File: src/rtl/mem_arbiter_pkg.sv
// ---------------------------------------------------------------------------
// mem_arbiter_pkg
// Shared definitions for the instruction/data memory arbiter: FSM state
// encodings, grant identifiers and the default bus-ack timeout.
// No ports (package).
// ---------------------------------------------------------------------------
package mem_arbiter_pkg;

    // Default number of busy cycles to wait for bus_ack before aborting
    localparam int unsigned TIMEOUT_DEFAULT = 15;

    // 2-bit FSM encodings, shared with the controller
    typedef enum logic [1:0] {
        ST_IDLE   = 2'b00,
        ST_I_BUSY = 2'b01,
        ST_D_BUSY = 2'b10
    } arb_state_e;

    // Identifies which port won the most recent grant
    typedef enum logic {
        GNT_I = 1'b0,
        GNT_D = 1'b1
    } grant_e;

    // True while a bus transaction is outstanding
    function automatic logic is_busy(input arb_state_e s);
        return s != ST_IDLE;
    endfunction

endpackage

File: src/rtl/arb_pick.sv
// ---------------------------------------------------------------------------
// arb_pick
// Combinational grant selection between the instruction and data ports.
// Configuration macro: ARB_ROUND_ROBIN_EN
//   defined   : on a collision the port not granted last wins (needs last_i)
//   undefined : on a collision the data port always wins (no last_i port)
// Ports:
//   ireq_i   - instruction port request
//   dreq_i   - data port request
//   last_i   - port granted most recently (round-robin build only)
//   valid_o  - a grant is available this cycle (combinational)
//   pick_d_o - 1 = grant data port, 0 = grant instruction port (combinational)
// ---------------------------------------------------------------------------
module arb_pick
    import mem_arbiter_pkg::*;
(
    input  logic   ireq_i,
    input  logic   dreq_i,
`ifdef ARB_ROUND_ROBIN_EN
    input  grant_e last_i,
`endif
    output logic   valid_o,
    output logic   pick_d_o
);

    // Single requester wins outright; collisions resolved per build option
    always_comb begin
        valid_o  = ireq_i || dreq_i;
        pick_d_o = dreqi_sel();
    end

    function automatic logic dreqi_sel();
`ifdef ARB_ROUND_ROBIN_EN
        if (ireq_i && dreq_i) begin
            return last_i == GNT_I;
        end
        return dreq_i;
`else
        return dreq_i;
`endif
    endfunction

endmodule

File: src/rtl/mem_arbiter.sv
// ---------------------------------------------------------------------------
// mem_arbiter
// Arbitrates an instruction (read-only) port and a data (read/write) port
// onto a single Wishbone-style memory bus, one transaction at a time, with a
// bus-ack timeout that aborts the access and raises a sticky error flag.
// Configuration macro: ARB_ROUND_ROBIN_EN (round-robin vs. data-priority
// collision resolution, see arb_pick).
// Ports:
//   clk, rst                    - clock, synchronous active-high reset
//   i_req/i_addr                - instruction request and address
//   i_rdata/i_stall             - instruction read data and stall
//   d_req/d_we/d_addr/d_wdata   - data request, write enable, address, data
//   d_rdata/d_stall             - data read data and stall
//   bus_cyc/bus_stb/bus_we      - bus cycle, strobe, write enable
//   bus_addr/bus_wdata          - bus address and write data
//   bus_rdata/bus_ack           - bus read data and acknowledge
//   bus_err                     - sticky timeout flag, cleared by rst only
// ---------------------------------------------------------------------------
module mem_arbiter
    import mem_arbiter_pkg::*;
#(
    parameter int unsigned ADDR_W  = 32,
    parameter int unsigned DATA_W  = 32,
    parameter int unsigned TIMEOUT = TIMEOUT_DEFAULT
) (
    input  logic              clk,
    input  logic              rst,
    input  logic              i_req,
    input  logic [ADDR_W-1:0] i_addr,
    output logic [DATA_W-1:0] i_rdata,
    output logic              i_stall,
    input  logic              d_req,
    input  logic              d_we,
    input  logic [ADDR_W-1:0] d_addr,
    input  logic [DATA_W-1:0] d_wdata,
    output logic [DATA_W-1:0] d_rdata,
    output logic              d_stall,
    output logic              bus_cyc,
    output logic              bus_stb,
    output logic              bus_we,
    output logic [ADDR_W-1:0] bus_addr,
    output logic [DATA_W-1:0] bus_wdata,
    input  logic [DATA_W-1:0] bus_rdata,
    input  logic              bus_ack,
    output logic              bus_err
);

    localparam int unsigned CNT_W = $clog2(TIMEOUT + 1);

    arb_state_e        state_q;
    logic [CNT_W-1:0]  cnt_q;
    logic [CNT_W-1:0]  cnt_d;
    logic [ADDR_W-1:0] addr_q;
    logic              we_q;
    logic [DATA_W-1:0] wdata_q;
    logic [DATA_W-1:0] i_hold_q;
    logic [DATA_W-1:0] d_hold_q;
    logic              err_q;

    logic pick_valid_c;
    logic pick_d_c;
    logic i_busy_c;
    logic d_busy_c;
    logic timeout_c;
    logic done_c;
    logic i_take_c;
    logic d_take_c;

`ifdef ARB_ROUND_ROBIN_EN
    grant_e last_q;

    arb_pick u_arb_pick (
        .ireq_i   (i_req),
        .dreq_i   (d_req),
        .last_i   (last_q),
        .valid_o  (pick_valid_c),
        .pick_d_o (pick_d_c)
    );
`else
    arb_pick u_arb_pick (
        .ireq_i   (i_req),
        .dreq_i   (d_req),
        .valid_o  (pick_valid_c),
        .pick_d_o (pick_d_c)
    );
`endif

    // Transaction status decode
    assign i_busy_c  = (state_q == ST_I_BUSY);
    assign d_busy_c  = (state_q == ST_D_BUSY);
    assign timeout_c = is_busy(state_q) && !bus_ack && (cnt_q == CNT_W'(TIMEOUT - 1));
    assign done_c    = is_busy(state_q) && (bus_ack || timeout_c);
    assign cnt_d     = cnt_q + CNT_W'(1);

    // Read data is delivered only to a requester still waiting; writes never update d_rdata
    assign i_take_c = i_busy_c && bus_ack && i_req;
    assign d_take_c = d_busy_c && bus_ack && d_req && !we_q;

    // Stall drops in the ack (or timeout) cycle of the owning port
    assign i_stall = i_req && !(i_busy_c && (bus_ack || timeout_c));
    assign d_stall = d_req && !(d_busy_c && (bus_ack || timeout_c));

    // Read data: live bus data on ack, zero on timeout abort, else last captured value
    always_comb begin
        i_rdata = i_hold_q;
        d_rdata = d_hold_q;
        if (i_take_c) begin
            i_rdata = bus_rdata;
        end else if (i_busy_c && timeout_c) begin
            i_rdata = '0;
        end
        if (d_take_c) begin
            d_rdata = bus_rdata;
        end else if (d_busy_c && timeout_c) begin
            d_rdata = '0;
        end
    end

    // Bus outputs come straight from registers that are cleared whenever idle
    assign bus_cyc   = is_busy(state_q);
    assign bus_stb   = is_busy(state_q);
    assign bus_we    = we_q;
    assign bus_addr  = addr_q;
    assign bus_wdata = wdata_q;
    assign bus_err   = err_q;

    // Arbiter FSM with latched request and captured read data
    always_ff @(posedge clk) begin
        if (rst) begin
            state_q  <= ST_IDLE;
            cnt_q    <= '0;
            addr_q   <= '0;
            we_q     <= 1'b0;
            wdata_q  <= '0;
            i_hold_q <= '0;
            d_hold_q <= '0;
            err_q    <= 1'b0;
`ifdef ARB_ROUND_ROBIN_EN
            last_q   <= GNT_I;
`endif
        end else begin
            if (i_take_c) begin
                i_hold_q <= bus_rdata;
            end
            if (d_take_c) begin
                d_hold_q <= bus_rdata;
            end

            unique case (state_q)
                ST_IDLE: begin
                    if (pick_valid_c) begin
                        cnt_q <= '0;
                        if (pick_d_c) begin
                            state_q <= ST_D_BUSY;
                            addr_q  <= d_addr;
                            we_q    <= d_we;
                            wdata_q <= d_wdata;
`ifdef ARB_ROUND_ROBIN_EN
                            last_q  <= GNT_D;
`endif
                        end else begin
                            state_q <= ST_I_BUSY;
                            addr_q  <= i_addr;
                            we_q    <= 1'b0;
                            wdata_q <= '0;
`ifdef ARB_ROUND_ROBIN_EN
                            last_q  <= GNT_I;
`endif
                        end
                    end
                end
                ST_I_BUSY, ST_D_BUSY: begin
                    if (done_c) begin
                        state_q <= ST_IDLE;
                        addr_q  <= '0;
                        we_q    <= 1'b0;
                        wdata_q <= '0;
                        if (timeout_c) begin
                            err_q <= 1'b1;
                        end
                    end else begin
                        cnt_q <= cnt_d;
                    end
                end
                default: begin
                    state_q <= ST_IDLE;
                    addr_q  <= '0;
                    we_q    <= 1'b0;
                    wdata_q <= '0;
                end
            endcase
        end
    end

endmodule

File: config.mk
export PLATFORM = sky130hd
export DESIGN_NAME = mem_arbiter
export DESIGN_NICKNAME = d
export VERILOG_FILES = /design/src/rtl/mem_arbiter_pkg.sv /design/src/rtl/arb_pick.sv /design/src/rtl/mem_arbiter.sv
export SDC_FILE = /design/constraint.sdc
export NUM_CORES = 1
export LEC_CHECK = 0
export ABC_CLOCK_PERIOD_IN_PS = 3700
export BUFFER_PORTS_ARGS = -buffer_cell sky130_fd_sc_hd__buf_2
export CAP_MARGIN = 20
export CELL_PAD_IN_SITES_DETAIL_PLACEMENT = 0
export CELL_PAD_IN_SITES_GLOBAL_PLACEMENT = 1
export CORE_MARGIN = 3
export CORE_UTILIZATION = 35
export DETAILED_ROUTE_END_ITERATION = 8
export PLACE_DENSITY = 0.83
export SLEW_MARGIN = 40
export SYNTH_ARGS = -nofsm -noshare
export SYNTH_HDL_FRONTEND = slang
export SYNTH_SLANG_ARGS = --single-unit
File: constraint.sdc
create_clock -name clk -period 3.7 [get_ports clk]
set_clock_uncertainty 0.05 [all_clocks]
set_input_delay 0.37 -clock clk [delete_from_list [all_inputs] [get_ports clk]]
set_output_delay 0.37 -clock clk [all_outputs]
set_load 0.05 [all_outputs]
Word-level counts from Yosys, hierarchy flattened
Cells that the tools add are included.
W data, S select, Z words.
{ "totals": {"register_bits": 136, "in_bits": 134, "output_inout_bits": 134, "word_cells": 64} }
{ "op_classes": {"add_sub_neg": 1, "n_eq_ne": 6, "muxes": 22, "n_reduce_logical": 27} }
{ "ops": {"columns": ["cell", "n"], "rows": [
  ["$mux W32", 9],
  ["$pmux W32 S2", 2],
  ["$logic_and A1 B1 Y1", 14],
  ["$mux W4", 2],
  ["$pmux W4 S2", 1],
  ["$mux W2", 3],
  ["$ne A2 B2 Y1 const B", 3],
  ["$reduce_and A3 Y1", 2],
  ["$add A4 B1 Y4 const B", 1],
  ["$eq A4 B4 Y1 const B", 1],
  ["$logic_not A1 Y1", 4],
  ["$pmux W2 S2", 1],
  ["$reduce_bool A2 Y1", 2],
  ["$mux W1", 3],
  ["$eq A2 B1 Y1 const B", 1],
  ["$eq A2 B2 Y1 const B", 1],
  ["$logic_not A2 Y1", 1],
  ["$logic_or A1 B1 Y1", 2],
  ["$pmux W1 S2", 1],
  ["$reduce_and A2 Y1", 1],
  ["$reduce_or A2 Y1", 1]
]} }

Depth between registers and ports, before layout
Gate-level depths: netlist (run 1).
{ "depth": {"word_depth": 7, "depth_mapped": 8, "depth_no_buf": 6} }

By module
From an unflattened synthesis (run 1), not the netlist that was laid out.
{ "hier_totals": {"hier_cells": 609, "hier_area_um2": 5879.4} }
{ "by_module_without_submodules": {"columns": ["mod", "instances", "cells_per_inst", "area_each_um2", "seq_area_each_um2"], "rows": [
  ["mem_arbiter", 1, 607, 5865.6, 2722.6],
  ["arb_pick", 1, 2, 13.8, 0.0]
]} }

Least setup slack after synthesis (run 1)
No wires, ideal clock.
{ "synth_timing": {"path_type": "reg-to-output", "start": "register state_q[0]", "end": "output d_stall", "arrival_ns": 2.007, "required_ns": 3.280, "path_slack_ns": 1.273, "stages_incl_launch_ff": 6, "path_buffers": 0, "path_cell_list": "dfxtp_1 inv_1 ha_1 nand4b_4 nand2_1 a21boi_0"} }
{ "synth_via": {"elab_chain_cells": 7, "elab_cells_between_ends": 8, "cone_classes": "eq/ne: 1; reduce/logical: 7"} }
{ "synth_rtl": {"columns": ["element", "line_no", "rtl"], "rows": [
  ["start: declaration", "mem_arbiter.sv:50", "arb_state_e state_q;"],
  ["start signal: assignment", "mem_arbiter.sv:130", "state_q <= ST_IDLE;"],
  ["start signal: assignment", "mem_arbiter.sv:154", "state_q <= ST_D_BUSY;"],
  ["start signal: assignment", "mem_arbiter.sv:162", "state_q <= ST_I_BUSY;"],
  ["$reduce_bool A2 Y1", "mem_arbiter_pkg.sv:27", "return s != ST_IDLE;"],
  ["$logic_and A1 B1 Y1 (2 in series)", "mem_arbiter.sv:91", "assign timeout_c = is_busy(state_q) && !bus_ack && (cnt_q == CNT_W'(TIMEOUT - 1));"],
  ["$logic_or A1 B1 Y1", "mem_arbiter.sv:101", "assign d_stall = d_req && !(d_busy_c && (bus_ack || timeout_c));"],
  ["$logic_and A1 B1 Y1 (*)", "mem_arbiter.sv:101", null],
  ["$logic_not A1 Y1 (*)", "mem_arbiter.sv:101", null],
  ["$logic_and A1 B1 Y1 (*)", "mem_arbiter.sv:101", null],
  ["end: declaration", "mem_arbiter.sv:37", "output logic d_stall,"]
]} }
Mark *: on every way between the ends. The rest lies on a longest branch, timed or not.

Final worst setup path (run 1)
{ "layout_timing": {"start": "register state_q[0]", "end": "output i_rdata[31]"} }
{ "layout_via": {"elab_chain_cells": 6, "elab_cells_between_ends": 9, "cone_classes": "eq/ne: 1; mux: 2; reduce/logical: 6"} }
{ "layout_rtl": {"columns": ["element", "line_no", "rtl"], "rows": [
  ["$reduce_bool A2 Y1", "mem_arbiter_pkg.sv:27", null],
  ["$logic_and A1 B1 Y1 (2 in series)", "mem_arbiter.sv:91", null],
  ["$logic_and A1 B1 Y1", "mem_arbiter.sv:109", "end else if (i_busy_c && timeout_c) begin"],
  ["$mux W32", "mem_arbiter.sv:109", null],
  ["$mux W32 (*)", "mem_arbiter.sv:107", "if (i_take_c) begin"],
  ["end: declaration", "mem_arbiter.sv:30", "output logic [DATA_W-1:0] i_rdata,"]
]} }
Marks and branches as above.

==> results by group, run 1 <==
Logic synthesis
  • Avg Inst Size Synth: 9.14 µm²
  • Synth Register Bits: 136
  • Post-Syn Instances: 592
  • Synth Net Count: 731
  • Cell Area, Synth: 0.00541 mm²
  • Yosys warnings: 0
  • Most used DFF post-synth: dfxtp_1
  • Post-synth EDFFs: 0
  • Asr flop ratio synth: 0
  • Sequential area share after synthesis: 0.503
  • Synth unique cells: 29

Worst setup path
  • CP Max Fanout: 32
  • Crit path launch type: register
  • RR Endpoint: bus_wdata[18]
  • CP arrival: 2.37 ns
  • Element type at the critical path end: primary output
  • FF-to-FF Start: state_q[0]
  • R2R Setup Slk: 1.49 ns
  • Required time of the critical path: 3.28 ns
  • Last element of the critical path: i_rdata[31]
  • Setup Crit Path Kind: register to primary output
  • FF-to-FF path depth: 7
  • Worst Setup SP: state_q[0]

Clocking
  • Clock sink count: 136
  • Post-cts sizing count: 0
  • Clock Path Buffers: 2
  • Skew-Pair Late Insertion Delay: 0.41 ns
  • Clk slew on worst S/H paths: 0.06 ns
  • Post-CTS Setup Inserts: 0
  • TritonCTS Buffers: 17
  • Root Buffer Master: clkbuf_16
  • Hold_buf cts: 0
  • TritonCTS clock tree: yes
  • H-tree levels: 4

Place
  • DP Cell Count: 1003
  • Port Buffers: 267
  • HPWL after DPL: 10800 µm
  • RD Place Congestion: 0.750

Timing
  • Final Max Tran Viols: 0
  • RSZ-0062 raised after global routing: no
  • Final period util: 0.753
  • Fmax: 0.359 GHz
  • Final worst path period need: 2.79 ns
  • TNS Setup: 0 ns
  • Max-Slew Margin vs Limit: 0.593
  • Slew @ Worst Pin: 0.611 ns
  • Setup violations, final: 0
  • Final Hold Fails: 0

Finish
  • Layout cells sized above 1: 0.369
  • Fin nets: 977
  • Diodes inserted: 0
  • Area grow syn2layout: 37.8%
  • Most common cell after layout, fill and taps aside: buf_2
  • Commonest non-fill, non-tap cells in the layout: 266 x buf_2, 198 x nor2_1, 136 x dfxtp_1
  • Post-route insts no fill: 1034

Detailed routing
  • First drt pass iteration count: 4
  • Post-Route WL: 15500 µm
  • Routed WL per cell: 15.0 µm
  • Final antenna-violating net count: 0
  • Vias: 5052
  • DR DRC count: 0
  • Vias per cell: 4.89
  • Starting DRT DRC Count: 250

Pwr
  • Static leakage: 4.16 nW
  • Pwr dens: 845 mW/mm²
  • Worst VDD drop: 0.000501 V

Global route
  • Tot GR Track Use: 0.174
  • Largest net degree at the start of global routing: 57
  • Global-route wire length before repair: 23400 µm
  • Vias in the first global route: 4709
  • Antenna violations before repair: 0
  • Grt ovf: 0

Floorplan
  • Starting Density: 0.365
  • Die area: 0.0170 mm²
  • Die Ht: 130 µm
  • CORE AREA: 0.0148 mm²
  • # IOs: 268
  • Site row count: 44
  • Die X: 130 µm

Run status
  • Outcome: finished clean

Flow run
  • MaxCap Viol Count: 0

Hold path
  • Hold/Removal Path Class: input port to register
## worst min-delay path by stage
stage	start	to	slack, ns	cells after the start
after detailed placement	state_q[0]	state_q[0]	0.42	2
after global routing	d_wdata[28]	bus_wdata[28]	0.14	3
final	d_wdata[29]	bus_wdata[29]	0.16	3
after CTS	d_wdata[29]	bus_wdata[29]	0.14	3
after floorplan	state_q[0]	state_q[0]	0.40	2
after global placement	state_q[0]	state_q[0]	0.42	2
## critical path, stage by stage, from the launching register on
cell,delay [ns]
dfxtp_1,0.35
inv_1,0.07
ha_1,0.27
nand4b_4,0.23
nor2_1,0.18
and2_1,0.15
buf_4,0.36
nor2_1,0.11
buf_2,0.23
## per-stage QoR
step	setup WS [ns]	utilization	area, µm²	hold WS [ns]	total power, mW
5_1_grt	0.727	0.503	7450	0.141	6.66
3_3_place_gp	1.27	0.460	6820	0.419	4.60
4_1_cts	0.893	0.503	7440	0.137	6.38
3_5_place_dp	1.21	0.462	6840	0.425	4.62
2_1_floorplan	1.27	-	5410	0.404	4.07
6_report	0.914	0.503	7450	0.158	6.30
## cells in the mapped netlist, types with 2 or more instances
library cell	count	area, µm²
mux2i_1	66	661
a21oi_1	3	15.0
a221oi_1	32	280
buf_2	24	120
a21boi_0	2	15.0
o41ai_1	2	17.5
nand2_1	7	26.3
buf_6	7	78.8
nand3_1	2	10.0
nor2_1	200	751
dfxtp_1	136	2720
inv_1	8	30.0
and2_1	2	12.5
ha_1	5	62.6
nor3_1	31	155
nor2b_1	2	12.5
a22oi_1	33	248
a211o_1	2	17.5
clkbuf_1	18	67.6
## where the power goes
part	internal (mW)	switching, mW
logic	0.769	1.97
registers	1.71	0.110
clock network	1.13	0.612
total	3.61	2.69
## per-layer routing
metal,global-route usage,part of all wire
met1,0.206,0.41
met2,0.292,0.49
met3,0.0647,0.082
met4,0.0599,0.018
met5,0,0
## kinds of logic (layout without fill, tap and decap cells)
| kind of cell | after synthesis | after routing | synth area share |
|---|---|---|---|
| AOI/OAI and AO/OA | 79 | 79 | 0.119 |
| adders and majority gates | 5 | 5 | 0.0116 |
| buffers and inverters | 59 | 317 | 0.0569 |
| DFF | 136 | 136 | 0.503 |
| muxes | 66 | 66 | 0.122 |
| and+or+nand+nor | 247 | 247 | 0.187 |
## state kept, by name, indices dropped and copies added, names as in the netlist
register and cells:
bus_wdata 32, bus_addr 32, state_q 2, i_hold_q 32, bus_we 1, bus_err 1, d_hold_q 32, cnt_q 4
## cell type report
| type | count | area (µm²) |
|---|---|---|
| well taps | 184 | 230 |
| inverters | 8 | 30.0 |
| flip-flops and latches | 136 | 2720 |
| fillers | 1460 | 7350 |
| repair buffers | 278 | 1460 |
| clock inverters | 7 | 116 |
| multi-input cells | 397 | 2400 |
| clock buffers | 24 | 492 |
No activity file was read; power rests on OpenSTA's default activity.
==> run 2: changes to the inputs <==
--- a/config.mk
+++ b/config.mk
@@ -5,15 +5,15 @@
 export SDC_FILE = /design/constraint.sdc
 export NUM_CORES = 1
 export LEC_CHECK = 0
-export ABC_CLOCK_PERIOD_IN_PS = 3700
+export ABC_CLOCK_PERIOD_IN_PS = 2900
 export BUFFER_PORTS_ARGS = -buffer_cell sky130_fd_sc_hd__buf_2
 export CAP_MARGIN = 20
 export CELL_PAD_IN_SITES_DETAIL_PLACEMENT = 0
 export CELL_PAD_IN_SITES_GLOBAL_PLACEMENT = 1
 export CORE_MARGIN = 3
-export CORE_UTILIZATION = 35
+export CORE_UTILIZATION = 33
 export DETAILED_ROUTE_END_ITERATION = 8
-export PLACE_DENSITY = 0.83
+export PLACE_DENSITY = 0.78
 export SLEW_MARGIN = 40
 export SYNTH_ARGS = -nofsm -noshare
 export SYNTH_HDL_FRONTEND = slang
==> constraint.sdc (replaced) <==
create_clock -name clk -period 2.9 [get_ports clk]
set_clock_uncertainty 0.05 [all_clocks]
set_input_delay 0.29 -clock clk [delete_from_list [all_inputs] [get_ports clk]]
set_output_delay 0.29 -clock clk [all_outputs]
set_load 0.05 [all_outputs]
==> results by group, run 2 (same netlist as run 1, synthesis figures left out) <==
Timing
  • Slew @ Worst Pin: 0.651 ns
  • TNS Setup: 0 ns
  • Final Max Tran Viols: 0
  • Setup violations, final: 0
  • Final period util: 0.914
  • Final worst slack: 0.250 ns
  • Fmax: 0.377 GHz
  • Final worst path period need: 2.65 ns
  • Max-Slew Margin vs Limit: 0.566
  • Final Hold Fails: 0
  • RSZ-0062 raised after global routing: no

Clocking
  • TritonCTS clock tree: yes
  • Hold_buf cts: 0
  • Post-CTS Setup Inserts: 0
  • H-tree levels: 4
  • Clock sink count: 136
  • Post-cts sizing count: 0
  • Root Buffer Master: clkbuf_16
  • Skew-Pair Late Insertion Delay: 0.41 ns
  • Clk slew on worst S/H paths: 0.06 ns
  • TritonCTS Buffers: 17
  • Clock Path Buffers: 2

Pwr
  • Total power: 7.91 mW
  • Clock power share: 0.260
  • Switching pwr: 3.48 mW
  • Comb pwr share: 0.444
  • Switching share of power: 0.440
  • Pwr dens: 1060 mW/mm²
  • Internal: 4.43 mW
  • Sequential Power Share: 0.295
  • Static leakage: 4.17 nW
  • Worst VDD drop: 0.000504 V

Detailed routing
  • First drt pass iteration count: 4
  • Starting DRT DRC Count: 207
  • Vias: 5047
  • Post-Route WL: 15800 µm
  • Vias per cell: 4.71
  • Final antenna-violating net count: 0
  • DR DRC count: 0
  • Routed WL per cell: 14.7 µm

Worst setup path
  • CP dominant cell by count: nor2_1
  • Slowest-stage cell, CP: dfxtp_1
  • Slowest stage delay, CP: 0.35 ns
  • CP Max Fanout: 32
  • Required time of the critical path: 2.56 ns
  • Element type at the critical path end: primary output
  • Worst path depth: 8
  • CP arrival: 2.31 ns
  • Delay-heaviest family, CP: buffers and inverters
  • Worst Path Buf+Inv: 3
  • Setup Crit Path Kind: register to primary output
  • Crit path launch type: register
  • Cell Chain, Critical Path: inv_1 -> ha_1 -> nand4b_4 -> nor2_1 -> and2_1 -> buf_4 -> nor2_1 -> buf_2
  • FF-to-FF path depth: 7

Run status
  • Outcome: finished clean

Global route
  • Grt ovf: 0
  • Largest net degree at the start of global routing: 67
  • Antenna violations before repair: 1
  • Global-route wire length before repair: 24800 µm
  • Vias in the first global route: 4792
  • Tot GR Track Use: 0.172

Place
  • Port Buffers: 267
  • HPWL after DPL: 11100 µm
  • RD Place Congestion: 0.771
  • Setup WS pre-CTS: 0.539 ns
  • DP Cell Count: 1040

Floorplan
  • Die X: 134 µm
  • CORE AREA: 0.0159 mm²
  • Site row count: 46
  • Die area: 0.0180 mm²
  • Die Ht: 134 µm
  • # IOs: 268
  • Starting Density: 0.339

Finish
  • Area grow syn2layout: 38.4%
  • Most common cell after layout, fill and taps aside: buf_2
  • Layout cells sized above 1: 0.374
  • Diodes inserted: 0
  • Post-route insts no fill: 1072
  • Fin nets: 982
  • Number of fill cells: 1617
  • Commonest non-fill, non-tap cells in the layout: 266 x buf_2, 198 x nor2_1, 136 x dfxtp_1

Hold path
  • WHS Path Cells: 3
  • Hold/Removal Path Class: input port to register

Flow run
  • MaxCap Viol Count: 0
run 2: final timing paths:
kind | from | endpoint | slack, ns
worst max-delay path | state_q[0] | i_rdata[30] | 0.25
worst min-delay path | d_wdata[19] | bus_wdata[19] | 0.08
worst max register to register | state_q[0] | bus_wdata[30] | 0.55
worst min register to register | bus_err | bus_err | 0.42
run 2: layer usage:
layer,vias up,global-route usage,part of all wire
met5,-,0,0.00051
met4,2,0.0605,0.016
met3,19,0.0514,0.070
met2,180,0.270,0.47
met1,2298,0.226,0.45
li1,2548,-,-
run 2: stage by stage:
step / hold WS [ns] / instance area, µm² / utilization
after floorplan: 0.401 / 5410 / -
after global placement: 0.414 / 6910 / 0.434
after detailed placement: 0.408 / 6910 / 0.434
after CTS: 0.0528 / 7480 / 0.469
after global routing: 0.0645 / 7480 / 0.469
final: 0.0753 / 7480 / 0.469
run 2: tightest hold or removal path: stages:
cell and delay, ns:
buf_2 0.07, a22oi_1 0.06, nor2_1 0.08
run 2: final cells by class:
| type | count | area (µm²) | share of cell area |
|---|---|---|---|
| inverter | 8 | 30.0 | 0.00401 |
| clock inverter | 9 | 92.6 | 0.0124 |
| multi-input combinational | 397 | 2390 | 0.320 |
| tap | 216 | 270 | 0.0361 |
| clock buffer | 23 | 478 | 0.0639 |
| timing repair buffer | 283 | 1500 | 0.200 |
| sequential | 136 | 2720 | 0.364 |
run 2: power groups by stage:
stage / logic [mW] / registers [mW] / clock network, mW
floorplan: 1.98 / 3.21 / 0
global placement: 3.54 / 2.36 / 0
detailed placement: 3.55 / 2.37 / 0
CTS: 3.56 / 2.33 / 2.11
global route: 3.79 / 2.37 / 2.21
finish: 3.51 / 2.33 / 2.06
==> run 3: changes to the inputs <==
--- a/config.mk
+++ b/config.mk
@@ -5,15 +5,16 @@
 export SDC_FILE = /design/constraint.sdc
 export NUM_CORES = 1
 export LEC_CHECK = 0
+export ABC_AREA = 1
 export ABC_CLOCK_PERIOD_IN_PS = 2900
 export BUFFER_PORTS_ARGS = -buffer_cell sky130_fd_sc_hd__buf_2
 export CAP_MARGIN = 20
 export CELL_PAD_IN_SITES_DETAIL_PLACEMENT = 0
 export CELL_PAD_IN_SITES_GLOBAL_PLACEMENT = 1
 export CORE_MARGIN = 3
-export CORE_UTILIZATION = 33
+export CORE_UTILIZATION = 32
 export DETAILED_ROUTE_END_ITERATION = 8
-export PLACE_DENSITY = 0.78
+export PLACE_DENSITY = 0.77
 export SLEW_MARGIN = 40
 export SYNTH_ARGS = -nofsm -noshare
 export SYNTH_HDL_FRONTEND = slang
==> results by group, run 3 <==
Finish
  • Sequential cell area: 0.00272 mm²
  • Most common cell after layout, fill and taps aside: nand2_1
  • Layout cells sized above 1: 0.247
  • Area grow syn2layout: 32.1%
  • Number of fill cells: 2308
  • Multi-input gate area: 0.00294 mm²
  • Commonest non-fill, non-tap cells in the layout: 311 x nand2_1, 266 x buf_2, 203 x inv_1
  • Fin nets: 1460

Floorplan
  • # IOs: 268
  • Starting Density: 0.329
  • Site row count: 52
  • CORE AREA: 0.0204 mm²
  • Die X: 151 µm
  • Die area: 0.0228 mm²
  • Die Ht: 151 µm

Logic synthesis
  • Leading area contributor after synthesis: dfxtp_1
  • Most used DFF post-synth: dfxtp_1
  • Synth unique cells: 24
  • Synth Net Count: 1225
  • Post-Syn Instances: 1086
  • Asr flop ratio synth: 0
  • Cell with the most instances after synthesis: nand2_1
  • Yosys warnings: 0
  • Post-synth EDFFs: 0
  • Sequential area share after synthesis: 0.405
  • Post-synth top cells: 312 x nand2_1, 204 x inv_1, 136 x dfxtp_1
  • Avg Inst Size Synth: 6.20 µm²
  • Yosys top cell area share: 0.405
  • Cell Area, Synth: 0.00673 mm²
  • Synth Register Bits: 136
  • Leading post-synthesis cells by cell area: dfxtp_1 40%, nand2_1 17%, inv_1 11%

Timing
  • Fmax: 0.378 GHz
  • Final Hold Fails: 0
  • Final Max Tran Viols: 0
  • TNS Setup: 0 ns
  • Slew @ Worst Pin: 0.686 ns
  • Final period util: 0.913
  • Setup violations, final: 0
  • RSZ-0062 raised after global routing: no
  • Max-Slew Margin vs Limit: 0.543
  • Final worst path period need: 2.65 ns

Global route
  • Vias in the first global route: 6511
  • Antenna violations before repair: 2
  • Grt ovf: 0
  • Tot GR Track Use: 0.174
  • Largest net degree at the start of global routing: 76
  • Global-route wire length before repair: 32000 µm

Detailed routing
  • DR DRC count: 0
  • Final antenna-violating net count: 0
  • Vias: 7100
  • Vias per cell: 4.42
  • First drt pass iteration count: 6
  • Starting DRT DRC Count: 290
  • Post-Route WL: 20600 µm
  • Routed WL per cell: 12.8 µm

Flow run
  • MaxCap Viol Count: 0

Worst setup path
  • Element type at the critical path end: primary output
  • Setup Crit Path Kind: register to primary output
  • CP Max Fanout: 32
  • Crit path launch type: register
  • CP arrival: 2.31 ns
  • Required time of the critical path: 2.56 ns

Clocking
  • Clock sink count: 136
  • Clock Path Buffers: 2
  • H-tree levels: 4
  • Hold_buf cts: 0
  • TritonCTS Buffers: 17
  • TritonCTS clock tree: yes
  • Clk slew on worst S/H paths: 0.06 ns
  • Skew-Pair Late Insertion Delay: 0.41 ns
  • Root Buffer Master: clkbuf_16

Pwr
  • Worst VDD drop: 0.000889 V
  • Static leakage: 4.53 nW
  • Total power: 9.46 mW
  • Pwr dens: 1060 mW/mm²

Place
  • Port Buffers: 267
  • HPWL after DPL: 14200 µm
  • RD Place Congestion: 0.756

Hold path
  • Hold/Removal Path Class: input port to register

Run status
  • Outcome: finished clean
## run 3: changes by cell type after synthesis, moves of 33 or more
cell | before | now
nand2_1 | 7 | 312
nor2_1 | 200 | 105
nand3_1 | 2 | 69
mux2i_1 | 66 | 0
a21oi_1 | 3 | 102
o21ai_0 | 0 | 64
inv_1 | 8 | 204
a22oi_1 | 33 | 0
## run 3: per-layer routing
| layer | vias up | routed length, µm | global-route usage |
|---|---|---|---|
| met5 | - | 13 | 0 |
| met4 | 2 | 318 | 0.0644 |
| met3 | 25 | 1550 | 0.0566 |
| met2 | 175 | 9560 | 0.283 |
| met1 | 3158 | 9120 | 0.216 |
| li1 | 3740 | - | - |
## run 3: critical path, cell delays in order (launching register included)
cell and delay (ns):
dfxtp_1 0.32, inv_1 0.08, ha_1 0.37, nor2_1 0.07, nand2_1 0.12, inv_1 0.08, nand2_1 0.06, buf_4 0.33
nand2_1 0.09, inv_1 0.10, buf_2 0.27
## run 3: cells by family after synthesis
group / count (synthesis) / share of synthesized area
AND/OR/NAND/NOR: 494 / 0.293
buffers and inverters: 278 / 0.161
AO/OA/AOI/OAI: 173 / 0.133
flip-flops: 136 / 0.405
adder cells (fa/ha/maj): 5 / 0.00930
## run 3: where the power goes
group	internal, mW	total (mW)	switching (mW)	leakage (nW)
registers	2.29	2.49	0.205	1.11
logic	1.23	5.00	3.77	3.17
clock network	1.12	1.97	0.847	0.257
## run 3: final cells by class
class                           instances  share of cell area
Inverter                              205              0.0865
Clock inverter                         13              0.0110
Timing Repair Buffer                  288               0.177
Tap cell                              270              0.0380
Antenna cell                            2            0.000563
Multi-Input combinational cell        673               0.331
Sequential cell                       136               0.306
Clock buffer                           19              0.0498
## run 3: worst paths after layout
check / startpoint / endpoint / slack (ns) / cells after the start
worst max-delay path: state_q[0] / i_rdata[1] / 0.25 / 10
worst min-delay path: d_wdata[23] / bus_wdata[23] / 0.18 / 5
worst max register to register: state_q[0] / bus_addr[19] / 0.73 / 8
worst min register to register: bus_addr[17] / bus_addr[17] / 0.41 / 2
## run 3: repair_timing
item	4_1_cts	5_1_grt
setup buffers	0	3
endpoints found under the setup margin	0	20
resized for setup	0	0
## run 3: through the flow
step	hold slack [ns]	util	cell area, µm²	worst slack [ns]	cells
2_1_floorplan	0.406	-	6730	0.504	1086
3_3_place_gp	0.386	0.406	8300	0.586	1568
3_5_place_dp	0.398	0.406	8300	0.561	1568
4_1_cts	0.150	0.433	8840	0.0976	1600
5_1_grt	0.190	0.435	8890	0.0405	1605
6_report	0.179	0.435	8890	0.251	1606
